==> src/rtl/cpu_trace_buffer.sv <==
// Instruction-trace capture: records {pc, instruction, address} per fetch strobe into a
// circular buffer with PC-match trigger, post-trigger depth, stop-on-full and a valid/ready drain.
module cpu_trace_buffer #(
  parameter int unsigned DATA_W = 32,
  parameter int unsigned DEPTH  = 16,
  parameter int unsigned CNT_W  = $clog2(DEPTH) + 1
) (
  input  logic              clk,
  input  logic              rst,
  input  logic              cap_en,
  input  logic [DATA_W-1:0] pc,
  input  logic [DATA_W-1:0] instruction,
  input  logic [DATA_W-1:0] address,
  input  logic              arm,
  input  logic              mode,
  input  logic              trig_en,
  input  logic [DATA_W-1:0] trig_pc,
  input  logic [CNT_W-1:0]  post_count,
  output logic [1:0]        state,
  output logic              triggered,
  output logic              wrapped,
  output logic [CNT_W-1:0]  count,
  output logic              rd_valid,
  input  logic              rd_ready,
  output logic [DATA_W-1:0] rd_pc,
  output logic [DATA_W-1:0] rd_instr,
  output logic [DATA_W-1:0] rd_addr
);

  localparam int unsigned    AW      = $clog2(DEPTH);
  localparam int unsigned    EW      = 3 * DATA_W;
  localparam logic [CNT_W-1:0] DEPTH_C = CNT_W'(DEPTH);
  localparam logic [CNT_W-1:0] LAST_C  = CNT_W'(DEPTH - 1);
  localparam logic [CNT_W-1:0] ONE_C   = CNT_W'(1);
  localparam logic [AW-1:0]    PONE_C  = AW'(1);

  typedef enum logic [1:0] {
    S_IDLE  = 2'd0,
    S_ARMED = 2'd1,
    S_POST  = 2'd2,
    S_DONE  = 2'd3
  } state_e;

  state_e           state_q, state_d;
  logic [AW-1:0]    wr_ptr_q, wr_ptr_d;
  logic [AW-1:0]    rd_ptr_q, rd_ptr_d;
  logic [CNT_W-1:0] count_q, count_d;
  logic [CNT_W-1:0] post_q, post_d;
  logic [CNT_W-1:0] remain_q, remain_d;
  logic [CNT_W-1:0] rd_left_q, rd_left_d;
  logic             triggered_q, triggered_d;
  logic             wrapped_q, wrapped_d;
  logic             rd_valid_q, rd_valid_d;
  logic             load_q, load_d;

  logic [EW-1:0]    mem_q [DEPTH];
  logic [EW-1:0]    rd_entry;
  logic             wr_en;
  logic             hit;

  assign wr_en = cap_en && !arm && ((state_q == S_ARMED) || (state_q == S_POST));
  assign hit   = trig_en && (pc == trig_pc);

  always_comb begin
    state_d     = state_q;
    wr_ptr_d    = wr_ptr_q;
    rd_ptr_d    = rd_ptr_q;
    count_d     = count_q;
    post_d      = post_q;
    remain_d    = remain_q;
    rd_left_d   = rd_left_q;
    triggered_d = triggered_q;
    wrapped_d   = wrapped_q;
    rd_valid_d  = rd_valid_q;
    load_d      = 1'b0;

    if (arm) begin
      state_d     = S_ARMED;
      wr_ptr_d    = '0;
      rd_ptr_d    = '0;
      count_d     = '0;
      rd_left_d   = '0;
      triggered_d = 1'b0;
      wrapped_d   = 1'b0;
      rd_valid_d  = 1'b0;
      post_d      = (post_count > LAST_C) ? LAST_C : post_count;
    end else begin
      if (wr_en) begin
        wr_ptr_d = wr_ptr_q + PONE_C;
        if (count_q == DEPTH_C) begin
          wrapped_d = 1'b1;
        end else begin
          count_d = count_q + ONE_C;
        end
        // Trigger outranks stop-on-full when both land on the same write.
        if (state_q == S_ARMED) begin
          if (hit) begin
            triggered_d = 1'b1;
            if (post_q == '0) begin
              state_d = S_DONE;
              load_d  = 1'b1;
            end else begin
              state_d  = S_POST;
              remain_d = post_q;
            end
          end else if (mode && (count_q == LAST_C)) begin
            state_d = S_DONE;
            load_d  = 1'b1;
          end
        end else begin
          remain_d = remain_q - ONE_C;
          if (remain_q == ONE_C) begin
            state_d = S_DONE;
            load_d  = 1'b1;
          end
        end
      end

      // Read port is set up one cycle after the final write, from the settled pointers.
      if (load_q) begin
        rd_ptr_d   = wrapped_q ? wr_ptr_q : '0;
        rd_left_d  = count_q;
        rd_valid_d = (count_q != '0);
      end else if (rd_valid_q && rd_ready) begin
        rd_ptr_d   = rd_ptr_q + PONE_C;
        rd_left_d  = rd_left_q - ONE_C;
        rd_valid_d = (rd_left_q != ONE_C);
      end
    end
  end

  always_ff @(posedge clk or negedge rst) begin
    if (!rst) begin
      state_q     <= S_IDLE;
      wr_ptr_q    <= '0;
      rd_ptr_q    <= '0;
      count_q     <= '0;
      post_q      <= '0;
      remain_q    <= '0;
      rd_left_q   <= '0;
      triggered_q <= 1'b0;
      wrapped_q   <= 1'b0;
      rd_valid_q  <= 1'b0;
      load_q      <= 1'b0;
    end else begin
      state_q     <= state_d;
      wr_ptr_q    <= wr_ptr_d;
      rd_ptr_q    <= rd_ptr_d;
      count_q     <= count_d;
      post_q      <= post_d;
      remain_q    <= remain_d;
      rd_left_q   <= rd_left_d;
      triggered_q <= triggered_d;
      wrapped_q   <= wrapped_d;
      rd_valid_q  <= rd_valid_d;
      load_q      <= load_d;
    end
  end

  always_ff @(posedge clk) begin
    if (wr_en) begin
      mem_q[wr_ptr_q] <= {pc, instruction, address};
    end
  end

  assign rd_entry  = mem_q[rd_ptr_q];
  assign state     = state_q;
  assign triggered = triggered_q;
  assign wrapped   = wrapped_q;
  assign count     = count_q;
  assign rd_valid  = rd_valid_q;
  assign rd_pc     = rd_valid_q ? rd_entry[EW-1 -: DATA_W]         : '0;
  assign rd_instr  = rd_valid_q ? rd_entry[2*DATA_W-1 -: DATA_W]   : '0;
  assign rd_addr   = rd_valid_q ? rd_entry[DATA_W-1:0]             : '0;

endmodule

==> config.mk <==
export PLATFORM = sky130hd
export DESIGN_NAME = cpu_trace_buffer
export DESIGN_NICKNAME = d
export VERILOG_FILES = /design/src/rtl/cpu_trace_buffer.sv
export SDC_FILE = /design/constraint.sdc
export NUM_CORES = 1
export LEC_CHECK = 0
export CORE_MARGIN = 3
export CORE_UTILIZATION = 65
export CTS_CLUSTER_DIAMETER = 30
export DETAILED_ROUTE_END_ITERATION = 8
export HOLD_SLACK_MARGIN = 0.1
export MAX_ROUTING_LAYER = met4
export PLACE_DENSITY = 0.9
export SLEW_MARGIN = 20
export SYNTH_ARGS = -nofsm -noshare
export SYNTH_HDL_FRONTEND = slang
export SYNTH_SLANG_ARGS = --single-unit
==> constraint.sdc <==
create_clock -name clk -period 8.4 [get_ports clk]
set_input_delay 1.26 -clock clk [delete_from_list [all_inputs] [get_ports clk]]
set_output_delay 1.26 -clock clk [all_outputs]
set_load 0.1 [all_outputs]
Yosys cells after proc, flatten, opt, wreduce, memory -nomap -nowiden:

Memories as Yosys holds them, arrays and structs flattened.
Index checks and enable logic that the tools add are counted.
Widths: inputs -> output; s select.

* magnitude comparators: 1
* mux-type cells: 45
* multiply operators: 0
* eq/ne operators: 11
* div/mod/pow operators: 0
* bitwise operators: 1
* shift operators: 0
* add/subtract/negate cells: 5
* reduce and logical (&&, ||, !) cells: 20

Operators with widths (number)
* $mux 32: 3
* $mux 5: 10
* $eq 32x32->1: 1
* $mux 4: 6
* $mux 1: 20
* $mux 2: 6
* $sub 5x1->5 const B: 2
* $add 4x1->4 const B: 2
* $reduce_bool 2->1: 4
* $ne 2x2->1 const B: 3
* $reduce_and 3->1: 2
* $reduce_bool 3->1: 2
* $add 5x1->5 const B: 1
* $eq 5x1->1 const B: 1
* $eq 5x4->1 const B: 1
* $eq 5x5->1 const B: 1
* $gt 5x4->1 const B: 1
* $logic_and 1x1->1: 5
* $logic_not 5->1: 1
* $ne 5x1->1 const B: 1
* $reduce_bool 5->1: 1
* $ne 4x3->1 const B: 1
* $reduce_and 2->1: 2
* $reduce_and 4->1: 1
* 5 further kinds: 5

* register bits: 34
* logic and storage cells: 95
* ROM bits: 0
* latch bits: 0
* bits in writable memories: 1536
* memories kept: 1

Memories
* mem_q: depth 16, width 96, read ports 1, clocked after Yosys merged registers in 0, write ports 1, line 56 `logic [EW-1:0] mem_q [DEPTH];`

Logic depth before layout (Yosys ltp):

Gate-level depths: netlist of run 1.

* word-level depth: 7
* gate-level depth with buffers: 10
* depth with buffers taken out: 8

Least setup slack after synthesis of run 1:

No wires, ideal clock.

* path type: reg2reg
* start point: register state_q[1], in the netlist state[1]
* end point: memory mem_q[10][0] (netlist name), enable pin
* data arrival time: 4.539 ns
* slack: 3.395 ns
* required time: 7.935 ns
* setup time: 0.465 ns
* path buffers: 2
* cell stages (with the launch flop): 9
* period minus slack after synthesis: 5.005 ns
* cells stage by stage: dfrtp_1 > inv_1 > ha_1 > nor2b_1 > clkbuf_1 > nand2b_1 > clkbuf_1 > nor3b_1 > and2_1

* cells in the longest elaborated chain, start to end: 5
* elaborated cells between the ends (all ways): 6

RTL lines
* start, declared: line 44 `state_e state_q, state_d;`
* start signal, assigned: line 146 `state_q <= state_d;`
* $eq 2x1->1 or $eq 2x2->1 (tied branches): line 61 `assign wr_en = cap_en && !arm && ((state_q == S_ARMED) || (state_q == S_POST));`
* $logic_or 1x1->1 *: line 61
* $logic_and 1x1->1 *: line 61
* $mux 1 *: line 161 `if (wr_en) begin`
* $mux 1 (not written as such) *: line 162 `mem_q[wr_ptr_q] <= {pc, instruction, address};`
* end, declared: line 56

Every way passes the cells marked *; elsewhere a longest branch is shown, timed or not.

Final worst setup path of run 1:

* start point: register rd_ptr_q[0]
* end point: output port rd_pc[22]

* cells in the longest elaborated chain, start to end: 2

RTL lines
* start, declared: line 46 `logic [AW-1:0] rd_ptr_q, rd_ptr_d;`
* start signal, assigned: line 148 `rd_ptr_q <= rd_ptr_d;`
* $mem_v2 16x96
* $mux 32: line 172 `assign rd_pc = rd_valid_q ? rd_entry[EW-1 -: DATA_W] : '0;`
* end, declared: line 25 `output logic [DATA_W-1:0] rd_pc,`

Every way passes these cells.

==> impl_metrics.csv, run 1 <==
group,metric,value,unit
outcome,status,"finished, final reports clean",
timing,fin_crit,6.406,ns
cts,insertion_delay,0.84,ns
routing,vias,32400,
timing,fmax,0.1561,GHz
placement,hpwl,77.05,mm
critical_path,critPathSlowestCell,"clkdlybuf4s50_1",
finish,final_cell_mix,"edfxtp_1, mux4_2, clkdlybuf4s50_1",
yosys,syn_area_per_cell,24.10,sq um
global_route,track_usage,39.37,%
yosys,yosysSeqAreaShare,77.68,%
yosys,synth_edf_count,1536,
yosys,synth.distinct_cells,44,
pwr,p_leak,0.02303,uW
cts,cts_inserted_buffers,240,
cts,cts-hold-fix-buffers,0,
placement,preCtsSetupSlack,2.993,ns
routing,avgRoutedWirePerCell,41.94,um
floorplanning,rows,111,
routing,drt_iter0_drc,6298,
floorplanning,fp.dieArea,96730,sq um
cts,cts_resized,0,
finish,final_core_utilization,79.31,%
critical_path,critPathCaptureType,"primary output",
timing,rsz0062_at_grt,"false",
finish,drive_gt1_share,30.80,%
timing,finalSetupViolations,0,
global_route,grt_overflow,0,
yosys,yosysWarnings,0,
placement,portBuffers,245,
placement,post_dp_cell_area,64440,sq um
pwr,p_per_area,309.3,nW/um^2
finish,final_nets,3072,
timing,finClkSkew,0.04101,ns
pwr,power,22550,uW
cts,clockBufferDepth,3,
routing,vias_per_cell,7.359,
yosys,synth_top_area_share,76.27,%
yosys,synth_seq_cells,1570,
run,max_cap_violations,0,
yosys,synthCells,2509,
critical_path,cp.required,7.14,ns
cts,cts_root_buffer,"clkbuf_16",
yosys,synthArstFlopShare,2.166,%
timing,min_period_over_period,76.26,%
timing,fin_tns_setup,0,ns
yosys,synth_flop_cell,"edfxtp_1",
yosys,synth.cell_area,60470,sq um
routing,drc,0,
yosys,syn_nets,2662,
critical_path,worstSetupPathType,"reg -> out",
floorplanning,die_w,311.0,um
critical_path,critical_path_arrival,5.15,ns
critical_path,crit_chain,"buf_12, buf_16, mux4_2, mux4_2, and2_1, clkdlybuf4s50_1",
finish,stdcell_area,72920,sq um
timing,drv_slew,0,
finish,multi_input_area,12900,sq um
finish,fillers,3966,
cts,post_cts_buffers,0,
global_route,first_global_vias,33780,
global_route,grt_max_degree,126,
timing,worstMarginPinSlew,1.209,ns
finish,area_growth,20.58,%
min_path,hold_class,"reg -> reg",
finish,layout_commonest_cell,"edfxtp_1",
timing,hold_viol,0,
routing,firstDrtPassIters,8,
yosys,synth.area.top_cells,"edfxtp_1, mux4_2, dfrtp_1, and2_1, clkbuf_1",
cts,cts.sink_count,1570,
timing,slew-limit-headroom,19.40,%
critical_path,critPathMostFrequentCell,"mux4_2",
yosys,synth_top_cell_by_area,"edfxtp_1",
timing,fin_ws,1.994,ns
cts,cts_tree,"built",
placement,place_congestion,0.7693,
floorplanning,start_util,65.78,%
floorplanning,die_h,311.0,um
floorplanning,ios,246,
cts,cts.clk_slew.worst_paths,0.06,ns
cts,htree_levels,4,
global_route,grt_pass1_wl,257.5,mm
critical_path,critPathTopFamily,"buffers and inverters",
routing,detail-route-antenna-nets,0,
critical_path,worst_setup_path_start_kind,"register",
critical_path,path_max_fanout,65,
routing,wl,184.7,mm
critical_path,critPathBufInv,3,
floorplanning,core_area,91940,sq um
pwr,vdd_ir_drop_max,0.2119,mV
critical_path,critPathMaxStageDelay,1.00,ns
finish,regArea,46990,sq um
global_route,antenna_found_initial,25,
registers in the layout, indices dropped and copies added (netlist names):
register   flops
count          5
load_q         1
mem_q       1536
post_q         5
rd_left_q      5
rd_ptr_q       4
rd_valid       1
remain_q       5
state          2
triggered      1
wr_ptr_q       4
wrapped        1
cell families (layout without fill, tap and decap cells):
logic type               after synthesis  count (layout)  synth area share, %
flip-flops                          1570            1570                77.68
multiplexers                         483             483                17.93
AND/OR/NAND/NOR                      205             205                1.949
buffers and inverters                145             766                1.061
AO/OA/AOI/OAI                         59              59               0.6227
XOR/XNOR                              34              34               0.4924
adder cells (fa/ha/maj)               13              13               0.2690
other                                  0              30                    0
worst reg2reg max path, stage by stage, from the launching register on:
cell and delay, ns:
dfrtp_1 0.40, ha_1 0.31, nor2b_1 0.72, nand2b_1 0.43, nor3b_1 0.70, and2_4 0.73
buf_12 0.31, buf_4 0.50
routing by layer:
layer / GRT usage (%) / up-vias / share of wire [%]
met3: 9.604 / 662 / 13
met5: - / - / 0
met1: 49.94 / 16600 / 32
li1: - / 11690 / -
met4: 19.32 / 0 / 5.3
met2: 60.98 / 3454 / 50
synth_stat cells (4+ instances only):
cell type / count
a21oi_1: 17
a22o_1: 4
and2_1: 112
and3_1: 4
buf_1: 7
buf_2: 39
buf_6: 5
clkbuf_1: 73
dfrtp_1: 34
edfxtp_1: 1536
ha_1: 13
inv_1: 18
mux4_2: 480
nand2_1: 18
nand2b_1: 5
nand3_1: 7
nand4_1: 6
nor2_1: 27
nor3_1: 8
nor4_1: 5
o211ai_1: 4
o21ai_0: 13
o22a_1: 4
xnor2_1: 9
xor2_1: 25
area by class of cell:
cell class | instances | area share [%]
flip-flops and latches | 1570 | 64.45
clock buffers | 262 | 8.408
well taps | 1243 | 2.133
clock inverters | 191 | 3.006
repair buffers | 295 | 4.122
multi-input cells | 794 | 17.69
inverters | 18 | 0.09266
diodes | 30 | 0.1030
power by group:
group          internal, uW  switching, uW  leakage (uW)
logic                  1260           2050       0.00479
clock network          6290           4140       0.00399
registers              8680            128        0.0143
path summary, 6_finish.rpt:
check	startpoint	end	slack, ns	depth (start not counted)
setup / recovery	rd_ptr_q[0]	rd_pc[22]	1.99	6
hold / removal	triggered	triggered	0.51	2
setup reg to reg	state[0]	mem_q[8][50]	3.87	7
hold reg to reg	triggered	triggered	0.51	2
max in group asynchronous	rst	rd_ptr_q[2]	7.18	2
min in group asynchronous	rst	rd_left_q[2]	0.85	2
through the flow:
stage | hold slack [ns] | cells
floorplan | 0.4644 | 2509
global placement | 0.4780 | 3917
detailed placement | 0.4995 | 3917
CTS | 0.5208 | 4370
global route | 0.5410 | 4398
finish | 0.5124 | 4403
Note: power is estimated with default switching activity, not from simulation.
==> run 2: changes to the inputs <==
- CORE_UTILIZATION: 65 -> 60
- PLACE_DENSITY: 0.9 -> 0.85
- clock period: 8.4 -> 6.3 ns (I/O delays scaled with it)
==> impl_metrics.csv, run 2 (synthesis gave the netlist of run 1 again) <==
group,metric,value,unit
outcome,status,"finished, final reports clean",
routing,wl_met3,19.64,mm
critical_path,crit_chain,"buf_12, mux4_2, mux4_2, and2_1, clkdlybuf4s50_1",
critical_path,worst_setup_path_start_kind,"register",
finish,multi_input_area,12900,sq um
timing,fin_tns_setup,0,ns
timing,finClkSkew,0.04711,ns
global_route,grt_pass1_wl,247.1,mm
floorplanning,die_h,323.5,um
placement,hpwl,76.56,mm
finish,fillers,4675,
cts,cts-hold-fix-buffers,0,
routing,firstDrtPassIters,6,
floorplanning,core_area,99140,sq um
critical_path,critPathBufInv,2,
critical_path,cp.required,5.35,ns
floorplanning,die_w,323.5,um
pwr,p_per_area,418.1,nW/um^2
finish,drive_gt1_share,31.69,%
pwr,vdd_ir_drop_max,0.2872,mV
routing,drc,0,
critical_path,critical_path_arrival,4.71,ns
routing,vias_per_cell,7.054,
cts,htree_levels,5,
placement,portBuffers,245,
cts,clockBufferDepth,4,
run,max_cap_violations,0,
timing,worstMarginPinSlew,1.076,ns
routing,wl_met1,57.46,mm
floorplanning,fp.dieArea,104600,sq um
critical_path,critPathMostFrequentCell,"mux4_2",
timing,finalSetupViolations,0,
routing,vias,31620,
cts,cts_resized,0,
min_path,hold_class,"in -> async",
critical_path,critPathCaptureType,"primary output",
floorplanning,ios,246,
timing,fmax,0.1770,GHz
pwr,p_leak,0.02359,uW
finish,area_growth,22.35,%
routing,wl,171.5,mm
critical_path,critPathMaxStageDelay,1.00,ns
global_route,grt_max_degree,74,
cts,cts_tree,"built",
finish,layout_commonest_cell,"edfxtp_1",
cts,cts.clk_slew.worst_paths,0.05,ns
timing,hold_viol,0,
timing,whs,0.5282,ns
cts,cts.sink_count,1570,
critical_path,worstSetupPathType,"reg -> out",
global_route,grt_overflow,0,
cts,insertion_delay,0.87,ns
global_route,track_usage,34.94,%
routing,drt_iter0_drc,5271,
critical_path,path_max_fanout,65,
finish,top_register,"mem_q",
critical_path,critPathSlowestCell,"clkdlybuf4s50_1",
floorplanning,rows,115,
floorplanning,start_util,61.00,%
finish,regArea,46990,sq um
placement,place_congestion,0.7945,
timing,drv_slew,0,
cts,cts_root_buffer,"clkbuf_16",
finish,largest_reg_flops,1536,
routing,avgRoutedWirePerCell,38.27,um
cts,post_cts_buffers,0,
finish,final_nets,3130,
routing,wl_met2,87.32,mm
global_route,antenna_found_initial,14,
cts,cts_inserted_buffers,274,
critical_path,critPathTopFamily,"buffers and inverters",
routing,detail-route-antenna-nets,0,
timing,rsz0062_at_grt,"false",
routing,routed.top_layer,"met4",
timing,slew-limit-headroom,28.05,%
critical_path,critPathLaunch,"rd_ptr_q[0]",
timing,min_period_over_period,89.69,%
global_route,first_global_vias,33450,
critical_path,reg2reg_from,"state[0]",
timing,fin_crit,5.650,ns
finish,final_cell_mix,"edfxtp_1, mux4_2, clkbuf_16",
==> run 2: cell type report <==
| cell class | instances | area share [%] |
|---|---|---|
| Multi-Input combinational cell | 794 | 17.43 |
| Antenna cell | 14 | 0.04735 |
| Timing Repair Buffer | 319 | 4.512 |
| Tap cell | 1287 | 2.176 |
| Clock inverter | 171 | 2.628 |
| Sequential cell | 1570 | 63.51 |
| Clock buffer | 309 | 9.600 |
| Inverter | 18 | 0.09132 |
==> run 2: layer usage <==
metal	GRT usage [%]	up-vias
li1	-	11780
met1	44.94	16430
met2	54.98	2918
met3	7.777	495
met4	14.61	0
met5	-	-
==> run 2: report_power, final <==
group / leakage [uW] / switching, uW / internal (uW)
combinational: 0.00495 / 2660 / 1700
clock: 0.00438 / 5330 / 9480
sequential: 0.0143 / 176 / 11600
==> run 2: through the flow <==
stage / std cells / setup WS (ns) / power [uW] / cell area [sq um] / utilization (%)
after floorplan: 2509 / 1.295 / 14990 / 60470 / -
after global placement: 3988 / 1.606 / 16030 / 64910 / 65.47
after detailed placement: 3988 / 1.583 / 16150 / 64910 / 65.47
after CTS: 4468 / 0.5631 / 31020 / 73950 / 74.60
after global routing: 4482 / 0.4870 / 31610 / 73990 / 74.63
final: 4482 / 0.6496 / 30940 / 73990 / 74.63
==> run 2: path summary, 6_finish.rpt <==
| check | end | slack, ns | cells past startpoint |
|---|---|---|---|
| min | rd_left_q[2] | 0.53 | 2 |
| max reg2reg | mem_q[9][0] | 2.28 | 6 |
| min reg2reg | post_q[2] | 0.54 | 1 |
| min in group clk | post_q[2] | 0.54 | 1 |
| max in group asynchronous | rd_ptr_q[1] | 5.41 | 2 |
| max | rd_addr[11] | 0.65 | 5 |
